File: config.mk
export PLATFORM = sky130hd
export DESIGN_NAME = router_sync
export DESIGN_NICKNAME = d
export VERILOG_FILES = /design/src/rtl/router_sync.sv
export SDC_FILE = /design/constraint.sdc
export NUM_CORES = 1
export LEC_CHECK = 0
export ABC_CLOCK_PERIOD_IN_PS = 1020
export BUFFER_PORTS_ARGS = -buffer_cell sky130_fd_sc_hd__buf_2
export CAP_MARGIN = 20
export CORE_MARGIN = 2
export CORE_UTILIZATION = 44
export DETAILED_ROUTE_END_ITERATION = 10
export GPL_ROUTABILITY_DRIVEN = 1
export PLACE_DENSITY = 0.82
export SYNTH_ARGS = -nofsm -noshare
export SYNTH_HDL_FRONTEND = slang
export SYNTH_SLANG_ARGS = --single-unit
File: constraint.sdc
create_clock -name clock -period 1.02 [get_ports clock]
set_input_delay 0.102 -clock clock [delete_from_list [all_inputs] [get_ports clock]]
set_output_delay 0.102 -clock clock [all_outputs]
set_load 0.02 [all_outputs]
File: src/rtl/router_sync.sv
// Router synchronizer: latches the destination address, steers the FSM write strobe
// to one output FIFO, muxes that FIFO's full flag and runs per-port read timeouts.
module router_sync #(
  parameter int unsigned TIMEOUT = 30,
  parameter int unsigned CNT_W   = 5
) (
  input  logic       clock,
  input  logic       resetn,
  input  logic       detect_add,
  input  logic [1:0] data_in,
  input  logic       write_enb_reg,
  input  logic       read_enb_0,
  input  logic       read_enb_1,
  input  logic       read_enb_2,
  input  logic       empty_0,
  input  logic       empty_1,
  input  logic       empty_2,
  input  logic       full_0,
  input  logic       full_1,
  input  logic       full_2,
  output logic [2:0] write_enb,
  output logic       fifo_full,
  output logic       vld_out_0,
  output logic       vld_out_1,
  output logic       vld_out_2,
  output logic       soft_reset_0,
  output logic       soft_reset_1,
  output logic       soft_reset_2
);

  localparam int unsigned NPORT = 3;
  localparam logic [CNT_W-1:0] CNT_LAST = CNT_W'(TIMEOUT - 1);

  logic [1:0]                  addr_q, addr_d;
  logic [NPORT-1:0][CNT_W-1:0] cnt_q, cnt_d;
  logic [NPORT-1:0]            sr_q, sr_d;
  logic [NPORT-1:0]            empty_v, read_v, stall;

  assign empty_v = {empty_2, empty_1, empty_0};
  assign read_v  = {read_enb_2, read_enb_1, read_enb_0};

  assign vld_out_0 = ~empty_0;
  assign vld_out_1 = ~empty_1;
  assign vld_out_2 = ~empty_2;
  assign stall     = ~empty_v & ~read_v;

  assign soft_reset_0 = sr_q[0];
  assign soft_reset_1 = sr_q[1];
  assign soft_reset_2 = sr_q[2];

  // Next-state: address capture and per-port stall counters.
  always_comb begin
    addr_d = addr_q;
    cnt_d  = cnt_q;
    sr_d   = '0;
    if (detect_add) begin
      addr_d = data_in;
    end
    for (int i = 0; i < NPORT; i++) begin
      if (!stall[i]) begin
        cnt_d[i] = '0;
      end else if (cnt_q[i] == CNT_LAST) begin
        cnt_d[i] = '0;
        sr_d[i]  = 1'b1;
      end else begin
        cnt_d[i] = cnt_q[i] + CNT_W'(1);
      end
    end
  end

  always_ff @(posedge clock) begin
    if (!resetn) begin
      addr_q <= 2'b00;
      cnt_q  <= '0;
      sr_q   <= '0;
    end else begin
      addr_q <= addr_d;
      cnt_q  <= cnt_d;
      sr_q   <= sr_d;
    end
  end

  // Steering and full mux use the registered address; 11 selects nothing.
  always_comb begin
    write_enb = 3'b000;
    fifo_full = 1'b0;
    case (addr_q)
      2'b00: begin
        write_enb = {2'b00, write_enb_reg};
        fifo_full = full_0;
      end
      2'b01: begin
        write_enb = {1'b0, write_enb_reg, 1'b0};
        fifo_full = full_1;
      end
      2'b10: begin
        write_enb = {write_enb_reg, 2'b00};
        fifo_full = full_2;
      end
      default: begin
        write_enb = 3'b000;
        fifo_full = 1'b0;
      end
    endcase
  end

endmodule

## Yosys cells after proc, flatten, opt, wreduce, memory -nomap -nowiden

Cells that the tools add are included.

- Bitwise gates (word level): 10
- Add/subtract/negate cells: 3
- Muxes and demuxes: 5
- Equal/unequal tests: 5
- Reductions and logical operators: 7

Operator list:

| cell | count |
|---|---|
| $add A5 B1 Y5 const B | 3 |
| $eq A5 B5 Y1 const B | 3 |
| $pmux W3 S3 | 1 |
| $reduce_or A3 Y1 | 3 |
| $not A1 Y1 | 7 |
| $not A3 Y3 | 2 |
| $reduce_and A2 Y1 | 3 |
| $and A3 B3 Y3 | 1 |
| $mux W1 | 3 |
| $pmux W1 S3 | 1 |
| $eq A2 B1 Y1 const B | 1 |
| $eq A2 B2 Y1 const B | 1 |
| $logic_not A2 Y1 | 1 |

- Word-level logic and storage cells: 37
- Output and inout port bits: 10
- Bits in registers: 20
- Input bits: 15

## Logic depth before layout (Yosys ltp)

- Depth after elaboration: 4
- Depth in mapped cells: 5
- Mapped depth without buffers: 5

## Least setup slack after synthesis

Ideal clock, no wire load.

- Path kind: register to output
- From: reg addr_q[0]
- To: out fifo_full
- Setup slack: -0.020 ns
- Buffers on the path: 0
- Arrival time: 0.938 ns
- Required time: 0.918 ns
- Stages on the path, launching flop included: 3
- Cells stage by stage: dfxtp_1 > mux2i_1 > o21ai_0

- Word-level cells in the longest chain between the ends: 2
- Elaborated cells between the ends (all ways): 4
- Classes of those cells: 2 x eq/ne; 1 x mux; 1 x reduce/logical

Ends and longest elaborated chain:

| item | RTL line | source |
|---|---|---|
| from (decl) | 34 | `logic [1:0] addr_q, addr_d;` |
| from (signal assigned) | 77 | `addr_q <= addr_d;` |
| $eq A2 B2 Y1, or another cell as far along | 87 | `case (addr_q)` |
| $pmux W1 S3 (*) | 87 |  |
| to (decl) | 22 | `output logic fifo_full,` |

Mark *: on every way between the ends. The rest lies on a longest branch, timed or not.

## Worst setup path in the final report

- From: reg addr_q[0]
- To: out write_enb[2]

- Word-level cells in the longest chain between the ends: 2
- Elaborated cells between the ends (all ways): 4
- Classes of those cells: 2 x eq/ne; 1 x mux; 1 x reduce/logical

Ends and longest elaborated chain:

| item | RTL line | source |
|---|---|---|
| $eq A2 B2 Y1, or another cell as far along | 87 |  |
| $pmux W3 S3 (*) | 87 |  |
| to (decl) | 21 | `output logic [2:0] write_enb,` |

Marked as above.

==> reports/results.tsv <==
metric	value	unit
minimum clock period	1.222	ns
R2R depth	4	
Synth Instances	85	
final hold vios	0	
Ports	25	
Worst-path clk slew	0.10	ns
met3 Usage GRT	0.05185	
vias in the first global route	639	
Max-Cap Viols	0	
chip height	48.20	um
initial core utilization	0.4821	
most area-hungry cell type in the Yosys netlist	dfxtp_1	
# rows	15	
area post-placement	1011	um2
dpl hpwl	1153	um
Yosys cell types	17	
failing checks	setup timing	
area grow syn2layout	48.47	%
LEAKAGE	0.5256	nW
Total GRT Usage	0.1568	
largest net degree at the start of global routing	11	
routed vias/inst	5.211	
clk buf depth	2	
Area contributors post-synth	dfxtp_1 (47%), ha_1 (8.7%), nor2_1 (7.4%)	
Seq cells post-synth	20	
crit path setup slack, layout	-0.2019	ns
Die ar.	2323	um2
max_slew headroom	0.7807	
Initial DRC Count	10	
Synthesis Warnings	0	
WL per Instance	15.10	um
total gr overflow	0	
gr busiest metal	met2	
DRC violations left	0	
core box area	1783	um2
# setup viols final	12	
CP endpoint kind	output pin	
CP arrival	1.12	ns
Seq/Total Area, Yosys	0.4658	
DRT Pass-1 Iters	4	
Max VDD drop	0.7111	mV
Fmax achieved	0.8184	GHz
Final Net Count	145	
CP required	0.92	ns
clk_lat worst skew	0.29	ns
fin area	1276	um2
critical setup path kind	flip-flop to output pin	
HP Class	primary input to flip-flop	
setup TNS	-0.9085	ns
PwrDens	1055	nW/um2
fin crit share	1.198	
worst hold stages	3	
most frequent cells after synthesis	dfxtp_1 (20), nor2_1 (17), inv_1 (8), nand3_1 (7)	
Post-Syn Nets	106	
via count	766	
Port Buffer Count	24	
root buffer cell	clkbuf_4	
Sink Count	20	
post-layout util	0.7158	
clock skew	0.007707	ns
max-slew violation count	0	
most numerous cell in the Yosys netlist	dfxtp_1	
H-tree Lvls	1	
routability cong.	0.7041	
top cell type's share of synthesized area	0.4658	
actual slew at the worst max-slew pin	0.3281	ns
met2 usage	0.2421	
status	finished, violations left	
mean post-synth cell area	10.11	um2
share of post-route cells with drive strength above 1	0.5246	
fraction of registers with async set/reset	0	
CTS buffer count	3	
initial antenna violation count	0	
Die X	48.20	um
type of origin of the critical path	flip-flop	
antenna-violating nets left	0	
Post-Syn Area	859.6	um2
TritonCTS clock tree	done	
most used flip-flop cell after synthesis	dfxtp_1	
met1 Use GR	0.1891	
first-pass GRT wire length	2490	um
Total Routed Length	2219	um
RSZ-0062 raised after global routing	true	
# diodes	0	
crit path max fanout	5	
number of synthesized flops with an enable pin	0	
[power breakdown]
group | leakage [nW] | internal, W | switching, W
Combinational | 0.345 | 0.0000912 | 0.0000960
Sequential | 0.167 | 0.000785 | 0.0000160
Clock | 0.0138 | 0.000137 | 0.000222
Total | 0.526 | 0.00101 | 0.000334
[cell type report]
type	instances	area [um2]
Multi-Input combinational cell	57	554.3
Fill cell	109	506.7
Sequential cell	20	422.9
Timing Repair Buffer	34	215.2
Tap cell	25	31.28
Inverter	8	30.03
Clock buffer	3	22.52
[timing repair]
item / 4_1_cts / 5_1_grt
pin swaps: 5 / 11
endpoints found under the setup margin: 20 / 22
setup buffers: 0 / 4
hold buffers: 6 / 0
endpoints found under the hold margin: 3 / 0
resized for setup: 15 / 27
[routing by layer]
metal,vias up,wire (um)
li1,361,-
met1,359,963
met2,36,968
met3,10,200
met4,0,86
met5,-,0
[critical path, stage by stage (launching register included)]
cell	delay (ns)
dfxtp_4	0.37
buf_4	0.13
and3b_1	0.19
buf_4	0.13
[path summary, 6_finish.rpt]
check	start	to	slack, ns
worst max-delay path	addr_q[0]	write_enb[2]	-0.20
worst min-delay path	data_in[0]	addr_q[0]	0.11
worst max register to register	cnt_q[11]	sr_q[2]	-0.13
worst min register to register	cnt_q[10]	cnt_q[10]	0.56
[cell families after synthesis]
group	after synthesis	synth area share
adders and majority gates	6	0.08733
buffers and inverters	8	0.03494
muxes	3	0.03494
xor gates and xnor gates	9	0.09171
AOI/OAI and AO/OA	1	0.005817
and+or+nand+nor	38	0.2795
DFF	20	0.4658
[state kept, by name (all words and copies together) (netlist names)]
| name | cells |
|---|---|
| addr_q | 2 |
| sr_q | 3 |
| cnt_q | 15 |
[layout by cell type (no fill, tap or decap)]
cell type | Yosys | routed
o21ai_1 | 0 | 1
nand3_4 | 0 | 1
xnor2_1 | 3 | 3
clkbuf_4 | 0 | 3
nand4_4 | 0 | 4
nand3b_1 | 1 | 1
dlygate4sd3_1 | 0 | 6
dfxtp_4 | 0 | 5
xor2_1 | 6 | 6
buf_4 | 0 | 6
nand2_2 | 0 | 1
and3b_1 | 1 | 1
nand3_1 | 7 | 5
nor4b_2 | 3 | 3
inv_2 | 0 | 3
dfxtp_1 | 20 | 12
nand4_1 | 1 | 1
nor3b_1 | 1 | 1
dfxtp_2 | 0 | 3
ha_2 | 0 | 1
nor2_1 | 17 | 10
inv_1 | 8 | 5
buf_2 | 0 | 22
ha_4 | 0 | 4
nand3_2 | 0 | 1
nor2b_1 | 2 | 2
nor2_2 | 0 | 7
ha_1 | 6 | 1
mux2i_1 | 3 | 3
[per-stage QoR]
step                      hold slack [ns]  std cells  total power [W]  setup WS (ns)
after floorplan                    0.1726         85        0.0008851        0.04250
after global placement             0.2882        134        0.0009420      -0.007578
after detailed placement           0.2936        134        0.0009478       -0.07590
after CTS                         0.07017        143         0.001323        -0.1696
after global routing               0.1076        147         0.001405        -0.2471
final                              0.1139        147         0.001347        -0.2019
Note: power is estimated with default switching activity, not from simulation.
